### src/rtl/pipe_step_ctrl.sv
// Debug execution controller: drives the shared pipeline clock-enable for run/stop/step/N-step.
// Optional halt-on-WB detection is compiled in with `define PIPE_STEP_HALT_DETECT_EN.
module pipe_step_ctrl #(
    parameter int unsigned CNT_W       = 16,
    parameter logic [5:0]  HALT_OPCODE = 6'b111111
) (
    input  logic             clk,
    input  logic             reset,
    input  logic             cmd_valid,
    input  logic [1:0]       cmd_op,
    input  logic [CNT_W-1:0] cmd_count,
    input  logic [5:0]       opcode_wb,
    output logic             db_ena,
    output logic             busy,
    output logic             halted,
    output logic             done,
    output logic             cmd_err,
    output logic [31:0]      cycle_count
);

    localparam logic [1:0] OP_STOP  = 2'b00;
    localparam logic [1:0] OP_RUN   = 2'b01;
    localparam logic [1:0] OP_STEP  = 2'b10;
    localparam logic [1:0] OP_STEPN = 2'b11;

    typedef enum logic [1:0] {
        S_IDLE   = 2'b00,
        S_RUN    = 2'b01,
        S_STEP   = 2'b10,
        S_HALTED = 2'b11
    } state_e;

    state_e           state_q, state_d;
    logic [CNT_W-1:0] rem_q, rem_d;
    logic             db_ena_q, db_ena_d;
    logic             done_q, done_d;
    logic             err_q, err_d;
    logic [31:0]      cc_q, cc_d;
    logic             halt_hit_c;
    logic             is_stop_c;

`ifdef PIPE_STEP_HALT_DETECT_EN
    logic halted_q;

    // HALT is only seen when the pipeline actually advanced it into WB
    assign halt_hit_c = db_ena_q && (opcode_wb == HALT_OPCODE);

    always_ff @(posedge clk) begin
        if (reset) halted_q <= 1'b0;
        else       halted_q <= (state_d == S_HALTED);
    end

    assign halted = halted_q;
`else
    logic unused_opcode_c;

    assign unused_opcode_c = ^{opcode_wb, HALT_OPCODE};
    assign halt_hit_c      = 1'b0;
    assign halted          = 1'b0;
`endif

    assign is_stop_c = cmd_valid && (cmd_op == OP_STOP);

    // Next-state: halt > STOP > step completion; illegal commands pulse cmd_err
    always_comb begin
        state_d = state_q;
        rem_d   = rem_q;
        done_d  = 1'b0;
        err_d   = 1'b0;
        cc_d    = db_ena_q ? cc_q + 32'd1 : cc_q;

        case (state_q)
            S_IDLE: begin
                if (cmd_valid) begin
                    case (cmd_op)
                        OP_RUN:  state_d = S_RUN;
                        OP_STEP: begin
                            state_d = S_STEP;
                            rem_d   = CNT_W'(1);
                        end
                        OP_STEPN: begin
                            if (cmd_count == '0) begin
                                done_d = 1'b1;
                            end else begin
                                state_d = S_STEP;
                                rem_d   = cmd_count;
                            end
                        end
                        default: ;
                    endcase
                end
            end
            S_RUN: begin
                if (halt_hit_c)     state_d = S_HALTED;
                else if (is_stop_c) state_d = S_IDLE;
                else if (cmd_valid) err_d   = 1'b1;
            end
            S_STEP: begin
                rem_d = rem_q - CNT_W'(1);
                if (halt_hit_c) begin
                    state_d = S_HALTED;
                    rem_d   = '0;
                end else if (is_stop_c) begin
                    state_d = S_IDLE;
                    rem_d   = '0;
                end else begin
                    if (cmd_valid) err_d = 1'b1;
                    if (rem_q == CNT_W'(1)) begin
                        state_d = S_IDLE;
                        done_d  = 1'b1;
                    end
                end
            end
            S_HALTED: begin
                if (is_stop_c)      state_d = S_IDLE;
                else if (cmd_valid) err_d   = 1'b1;
            end
            default: state_d = S_IDLE;
        endcase

        db_ena_d = (state_d == S_RUN) || (state_d == S_STEP);
    end

    always_ff @(posedge clk) begin
        if (reset) begin
            state_q  <= S_IDLE;
            rem_q    <= '0;
            db_ena_q <= 1'b0;
            done_q   <= 1'b0;
            err_q    <= 1'b0;
            cc_q     <= 32'd0;
        end else begin
            state_q  <= state_d;
            rem_q    <= rem_d;
            db_ena_q <= db_ena_d;
            done_q   <= done_d;
            err_q    <= err_d;
            cc_q     <= cc_d;
        end
    end

    // busy is high exactly when the enable is, so both share one flop
    assign db_ena      = db_ena_q;
    assign busy        = db_ena_q;
    assign done        = done_q;
    assign cmd_err     = err_q;
    assign cycle_count = cc_q;

endmodule

### config.mk
export PLATFORM = sky130hd
export DESIGN_NAME = pipe_step_ctrl
export DESIGN_NICKNAME = d
export VERILOG_FILES = /design/src/rtl/pipe_step_ctrl.sv
export SDC_FILE = /design/constraint.sdc
export NUM_CORES = 1
export LEC_CHECK = 0
export CAP_MARGIN = 20
export CORE_MARGIN = 3
export CORE_UTILIZATION = 40
export CTS_BUF_LIST = sky130_fd_sc_hd__clkbuf_16
export DETAILED_ROUTE_END_ITERATION = 16
export HOLD_SLACK_MARGIN = 0.1
export PLACE_DENSITY = 0.74
export SETUP_SLACK_MARGIN = 0.05
export SKIP_LAST_GASP = 1
export SLEW_MARGIN = 20
export SYNTH_ARGS = -nofsm -noshare
export SYNTH_HDL_FRONTEND = slang
export SYNTH_SLANG_ARGS = --single-unit
### constraint.sdc
create_clock -name clk -period 2.2 [get_ports clk]
set_input_delay 0.66 -clock clk [delete_from_list [all_inputs] [get_ports clk]]
set_output_delay 0.66 -clock clk [all_outputs]
set_load 0.05 [all_outputs]
==> results of run 1 <==
-- cells by family after synthesis --
kind of cell | synth area share
other cells | 0.001346
simple gates | 0.3130
buf+inv | 0.04355
flops | 0.3808
mux | 0.01167
xor+xnor | 0.08801
compound gates | 0.1482
fa+ha+maj | 0.01347
-- synthesized netlist by cell type, drive strengths merged (2+ instances only) --
master / number
dfxtp: 53
nor3b: 3
nor2b: 6
or3: 8
a211o: 2
nor2: 45
o2bb2ai: 2
a211oi: 4
nand2b: 2
a32o: 3
nand3: 12
and4: 7
xor2: 11
nand2: 29
clkbuf: 9
nor3: 14
nor4: 14
ha: 3
xnor2: 17
o21ai: 15
nand4: 14
a22o: 2
a21o: 2
and2: 3
o31ai: 3
buf: 10
inv: 9
a31oi: 3
o22ai: 3
a21oi: 19
a221oi: 2
mux2: 2
-- final cells by class --
cell class | instances | area share
Clock buffer | 5 | 0.03310
Clock inverter | 3 | 0.005627
Inverter | 9 | 0.008937
Multi-Input combinational cell | 261 | 0.4383
Sequential cell | 53 | 0.2807
Tap cell | 77 | 0.02549
Timing Repair Buffer | 94 | 0.2079
-- power breakdown --
part / switching (W) / internal (W) / total [W]
combinational: 0.000266 / 0.000218 / 0.000484
sequential: 0.0000334 / 0.000989 / 0.00102
clock: 0.000355 / 0.000424 / 0.000779
total: 0.000654 / 0.00163 / 0.00229
-- routing by layer --
layer / vias up / GRT usage / part of all wire / routed length, um
met2: 51 / 0.2947 / 0.48 / 3344
met3: 7 / 0.01935 / 0.027 / 191
met4: 0 / 0.04601 / 0.010 / 70
met1: 1309 / 0.2595 / 0.49 / 3404
met5: - / 0 / 0 / 0
li1: 1398 / - / - / -
-- worst paths after layout --
kind	start	end	slack, ns	depth (start not counted)
worst min register to register	cycle_count[31]	cycle_count[31]	0.48	2
worst max register to register	rem_q[11]	busy	0.23	5
worst max-delay path	cmd_valid	rem_q[11]	0.10	7
worst min-delay path	cycle_count[31]	cycle_count[31]	0.48	2
-- sequential cells by signal, indices dropped and copies added (netlist names) --
signal	count
state_q	2
busy	1
cmd_err	1
cycle_count	32
done	1
rem_q	16
-- critical path, stage by stage --
cell	delay, ns
clkdlybuf4s50_1	0.42
or3b_4	0.28
nand2_1	0.10
buf_6	0.17
or3_1	0.30
a211o_1	0.30
o31ai_1	0.06
-- repair_timing --
item,4_1_cts,5_1_grt
hold buffers,0,0
pin swaps,5,6
resized for setup,15,13
setup buffers,0,3
setup endpoints to repair,17,18
-- per-stage QoR --
| stage | power (W) | instance area (sq um) | cells | TNS [ns] |
|---|---|---|---|---|
| 2_1_floorplan | 0.001327 | 2786 | 342 | 0 |
| 3_3_place_gp | 0.001514 | 3548 | 491 | -5.447 |
| 3_5_place_dp | 0.001518 | 3548 | 491 | -5.536 |
| 4_1_cts | 0.002298 | 3707 | 499 | 0 |
| 5_1_grt | 0.002397 | 3780 | 502 | 0 |
| 6_report | 0.002286 | 3780 | 502 | 0 |
==> summary.md, run 1 <==
| Metric | Value |
|---|---|
| Status | `finished clean` |
| Syn_nets | `372` |
| Final wirelength | `between 7000 and 8000 um` |
| Filler cell count | `608` |
| Place WS | `-0.3773 ns` |
| PwrDens | `~600 nW/um^2` |
| Unrepaired setup endpoints after global routing | `false` |
| HPWL after DPL | `5180 um` |
| Clock Latency Late Sink | `roughly 0.29 ns` |
| Max-slew violations | `0` |
| Final ANT Viol Nets | `0` |
| Footprint of the multi-input gates | `1657 sq um` |
| Async SR Flop Fraction | `0` |
| Seq/Total Area, Yosys | `0.3808` |
| Num ports | `64` |
| Hold Path Class | `reg -> reg` |
| Sequential Area | `1061 sq um` |
| Worst-path fanout max | `9` |
| Root buffer cell | `clkbuf_16` |
| Final net count | `454` |
| CTS H-tree lvls | `2` |
| Vias | `~2800` |
| Layout cells sized above 1 | `0.2235` |
| Synth Area per Inst | `8.147 sq um` |
| First-pass detailed-route iteration total | `4` |
| P_leak | `1.502 nW` |
| Most used flip-flop cell after synthesis | `dfxtp_1` |
| Chip width | `89.46 um` |
| Initial antenna violation count | `0` |
| Area growth from synthesis to layout | `35.65%` |
| FP Rows | `29` |
| Max-cap violation count | `0` |
| Worst EP arrival | `2.30 ns` |
| Final hold violations | `0` |
| Die area | `about 8000 sq um` |
| GRT Util Overall | `0.1823` |
| Setup crit end kind | `register` |
| Largest net degree at the start of global routing | `37` |
| Final period utilization | `0.9541` |
| Clock slew seen by the registers of the worst setup and hold paths | `approximately 0.070 ns` |
| Vias/cell | `between 5 and 6` |
| Yosys Warn Count | `0` |
| Antenna Cells | `0` |
| Area contributors post-synth | `dfxtp_1 38%, nor2_1 6.1%, xnor2_1 5.3%` |
| Hold_ws | `approximately 0.48 ns` |
| # setup viols final | `0` |
| First-pass GRT wire length | `11840 um` |
| Most frequent cells in the layout | `67 x buf_4, 53 x dfxtp_1, 45 x nor2_1, 29 x nand2_1, 19 x a21oi_1` |
| Core region area | `6531 sq um` |
| Post-synth top area share | `0.3808` |
| Fin crit period | `around 2.1 ns` |
| Data required, critical path | `2.40 ns` |
| Max-slew headroom | `0.5646` |
| Routed WL per cell | `13.97 um` |
| Yosys cell types | `51` |
| Clock Path Buffers | `2` |
| # DRC | `0` |
| Starting Density | `0.4266` |
| Peak supply drop | `about 380 uV` |
| Number of synthesized flops with an enable pin | `0` |
| Startpoint Class | `input pin` |
| Mapped Cells | `342` |
| Grt total ovfl | `0` |
| Worst Max-Slew Pin Slew | `0.6532 ns` |
| #FFs+latches synth | `53` |
| Total CTS buffers | `5` |
| Global placement routability congestion | `0.8324` |
| Util after Layout | `0.5787` |
| Commonest non-fill, non-tap cell in the layout | `buf_4` |
| Fmax | `476.4 MHz` |
| TritonCTS clock tree | `done` |
| Skew final | `0.003910 ns` |
| Vias in the first global route | `2596` |
| Iter 0 DRT Violations | `165` |
| Post-synthesis cell area | `2786 sq um` |
| Setup CP Type | `in -> reg` |
| I/O Buffers | `56` |
| Die height | `89.46 um` |
| Setup ws final | `between 0.1 and 0.15 ns` |
| Largest area contributor in the netlist | `dfxtp_1` |
| Clk sinks | `53` |
No activity file was read; power rests on OpenSTA's default activity.
==> run 2, diff against run 1 <==
- CORE_ASPECT_RATIO: not set -> 0.6
- RECOVER_POWER: not set -> 100
==> run 2 against run 1 <==
Maximum frequency is 1.7% lower. Clock-buffer cell count stayed put. Combinational power is 14% higher. Sequential power hardly changed. Flip-flop and latch count stayed put. Sequential share of layout area is 0.55 points lower. Via count is 4.8% higher. Total power is 8.0% higher. Final cell count is 3.2% higher. Critical path type unchanged. Largest cell class unchanged. Largest power group unchanged. Highest routed layer unchanged.
==> summary.md, run 2 (synthesized netlist as in run 1, its figures left out) <==
| Metric | Value |
|---|---|
| Status | `finished clean` |
| Commonest non-fill, non-tap cell in the layout | `dfxtp_1` |
| First-pass GRT wire length | `12340 um` |
| Fmax | `between 400 and 500 MHz` |
| Layout cells sized above 1 | `0.1774` |
| Final hold violations | `0` |
| I/O Buffers | `56` |
| Cell Area, Placed | `approximately 3600 sq um` |
| Vias | `2897` |
| Clock slew seen by the registers of the worst setup and hold paths | `0.07 ns` |
| Inst Count DP | `503` |
| Antenna Cells | `0` |
| Met2 Use GR | `0.2655` |
| Max-cap violation count | `0` |
| Iter 0 DRT Violations | `roughly 230` |
| Area growth from synthesis to layout | `38.35%` |
| Met3 Use GR | `0.03846` |
| Final wirelength | `8086 um` |
| Final period utilization | `0.9709` |
| Finished Cell Area | `3855 sq um` |
| Peak supply drop | `534.7 uV` |
| Setup CP Type | `in -> reg` |
| Core region area | `between 6000 and 7000 sq um` |
| Root buffer cell | `clkbuf_16` |
| GR Util met1 | `0.2898` |
| Max-slew violations | `0` |
| Clk sinks | `53` |
| Crit-path max cell delay | `0.41 ns` |
| CTS H-tree lvls | `2` |
| Startpoint Class | `input pin` |
| PwrDens | `640.5 nW/um^2` |
| Starting Density | `0.4345` |
| GR peak layer | `met1` |
| GRT Util Overall | `0.1871` |
| CP bufs+invs | `3` |
| Setup crit end kind | `register` |
| Unrepaired setup endpoints after global routing | `true` |
| Footprint of the multi-input gates | `1689 sq um` |
| Routed WL per cell | `15.61 um` |
| Worst Max-Slew Pin Slew | `0.7361 ns` |
| Largest net degree at the start of global routing | `36` |
| Finished Layout Cells | `approximately 520` |
| Largest register FFs | `32` |
| Clock Path Buffers | `2` |
| Chip width | `approximately 110 um` |
| Vias/cell | `5.593` |
| Final net count | `around 460` |
| Initial antenna violation count | `0` |
| Global placement routability congestion | `about 0.85` |
| Die area | `8036 sq um` |
| Max-slew headroom | `0.5093` |
| Setup TNS | `0 ns` |
| P_leak | `1.495 nW` |
| Total CTS buffers | `5` |
| Skew final | `~0.0086 ns` |
| Data required, critical path | `2.40 ns` |
| # DRC | `0` |
| CP delay by family, top | `buffers and inverters` |
| Grt total ovfl | `0` |
| Die height | `70.65 um` |
| # setup viols final | `0` |
| Hold Path Class | `reg -> reg` |
| Vias in the first global route | `2464` |
| Crit path cell chain | `clkdlybuf4s50_1 -> or3b_4 -> buf_4 -> nand2_2 -> buf_6 -> or3_1 -> a211o_1 -> o31ai_2` |
| Filler cell count | `574` |
| TritonCTS clock tree | `done` |
| Worst EP arrival | `~2.3 ns` |
| Sequential Area | `1061 sq um` |
| FP Rows | `22` |
| First-pass detailed-route iteration total | `5` |
| Num ports | `64` |
| Worst-path fanout max | `5` |
| Final ANT Viol Nets | `0` |
| Fin crit period | `~2.1 ns` |
| HPWL after DPL | `5685 um` |
| Crit-path slowest cell | `clkdlybuf4s50_1` |
| Most frequent cells in the layout | `53 x dfxtp_1, 45 x nor2_1, 40 x buf_4, 31 x clkbuf_1, 27 x nand2_1` |
| Hold_ws | `approximately 0.50 ns` |
| Total power | `0.002469 W` |
| Clock Latency Late Sink | `a little under 0.3 ns` |
==> run 2: layer usage <==
layer	part of all wire	vias up
met5	0	-
met4	0.0056	0
met3	0.086	4
met2	0.43	107
met1	0.48	1368
li1	-	1418
==> run 2: final timing paths <==
path	end	startpoint	slack, ns	depth (start not counted)
max	rem_q[11]	cmd_valid	0.06	8
min	cycle_count[31]	cycle_count[31]	0.50	2
max reg2reg	busy	rem_q[11]	0.18	5
min reg2reg	cycle_count[31]	cycle_count[31]	0.50	2
==> run 2: tightest hold or removal path, stage by stage, from the launching register on <==
cell and delay, ns:
dfxtp_1 0.32, o21ai_0 0.07, a21oi_1 0.06
==> run 2: cell type report <==
type                            count  area share
Sequential cell                    53      0.2752
Tap cell                           84     0.02726
Timing Repair Buffer              103      0.2071
Inverter                            9    0.008763
Clock buffer                        5     0.03246
Multi-Input combinational cell    261      0.4382
Clock inverter                      3     0.01104
==> run 2: repair_timing <==
item | CTS | global route
gates cloned | 0 | 3
resized for setup | 14 | 24
setup buffers | 1 | 3
pin swaps | 1 | 10
endpoints found under the setup margin | 18 | 17
hold buffers | 0 | 0
==> run 2: where the power goes <==
group / internal [W] / total (W) / switching (W)
combinational: 0.000252 / 0.000553 / 0.000301
sequential: 0.000989 / 0.00102 / 0.0000319
clock: 0.000536 / 0.000895 / 0.000359
total: 0.00178 / 0.00247 / 0.000692
==> run 2: stage by stage <==
step | util | setup slack [ns]
3_5_place_dp | 0.5609 | -0.3964
5_1_grt | 0.6011 | 0.01360
6_report | 0.6011 | 0.06411
2_1_floorplan | - | 0.1117
4_1_cts | 0.5952 | 0.03810
3_3_place_gp | 0.5609 | -0.3849
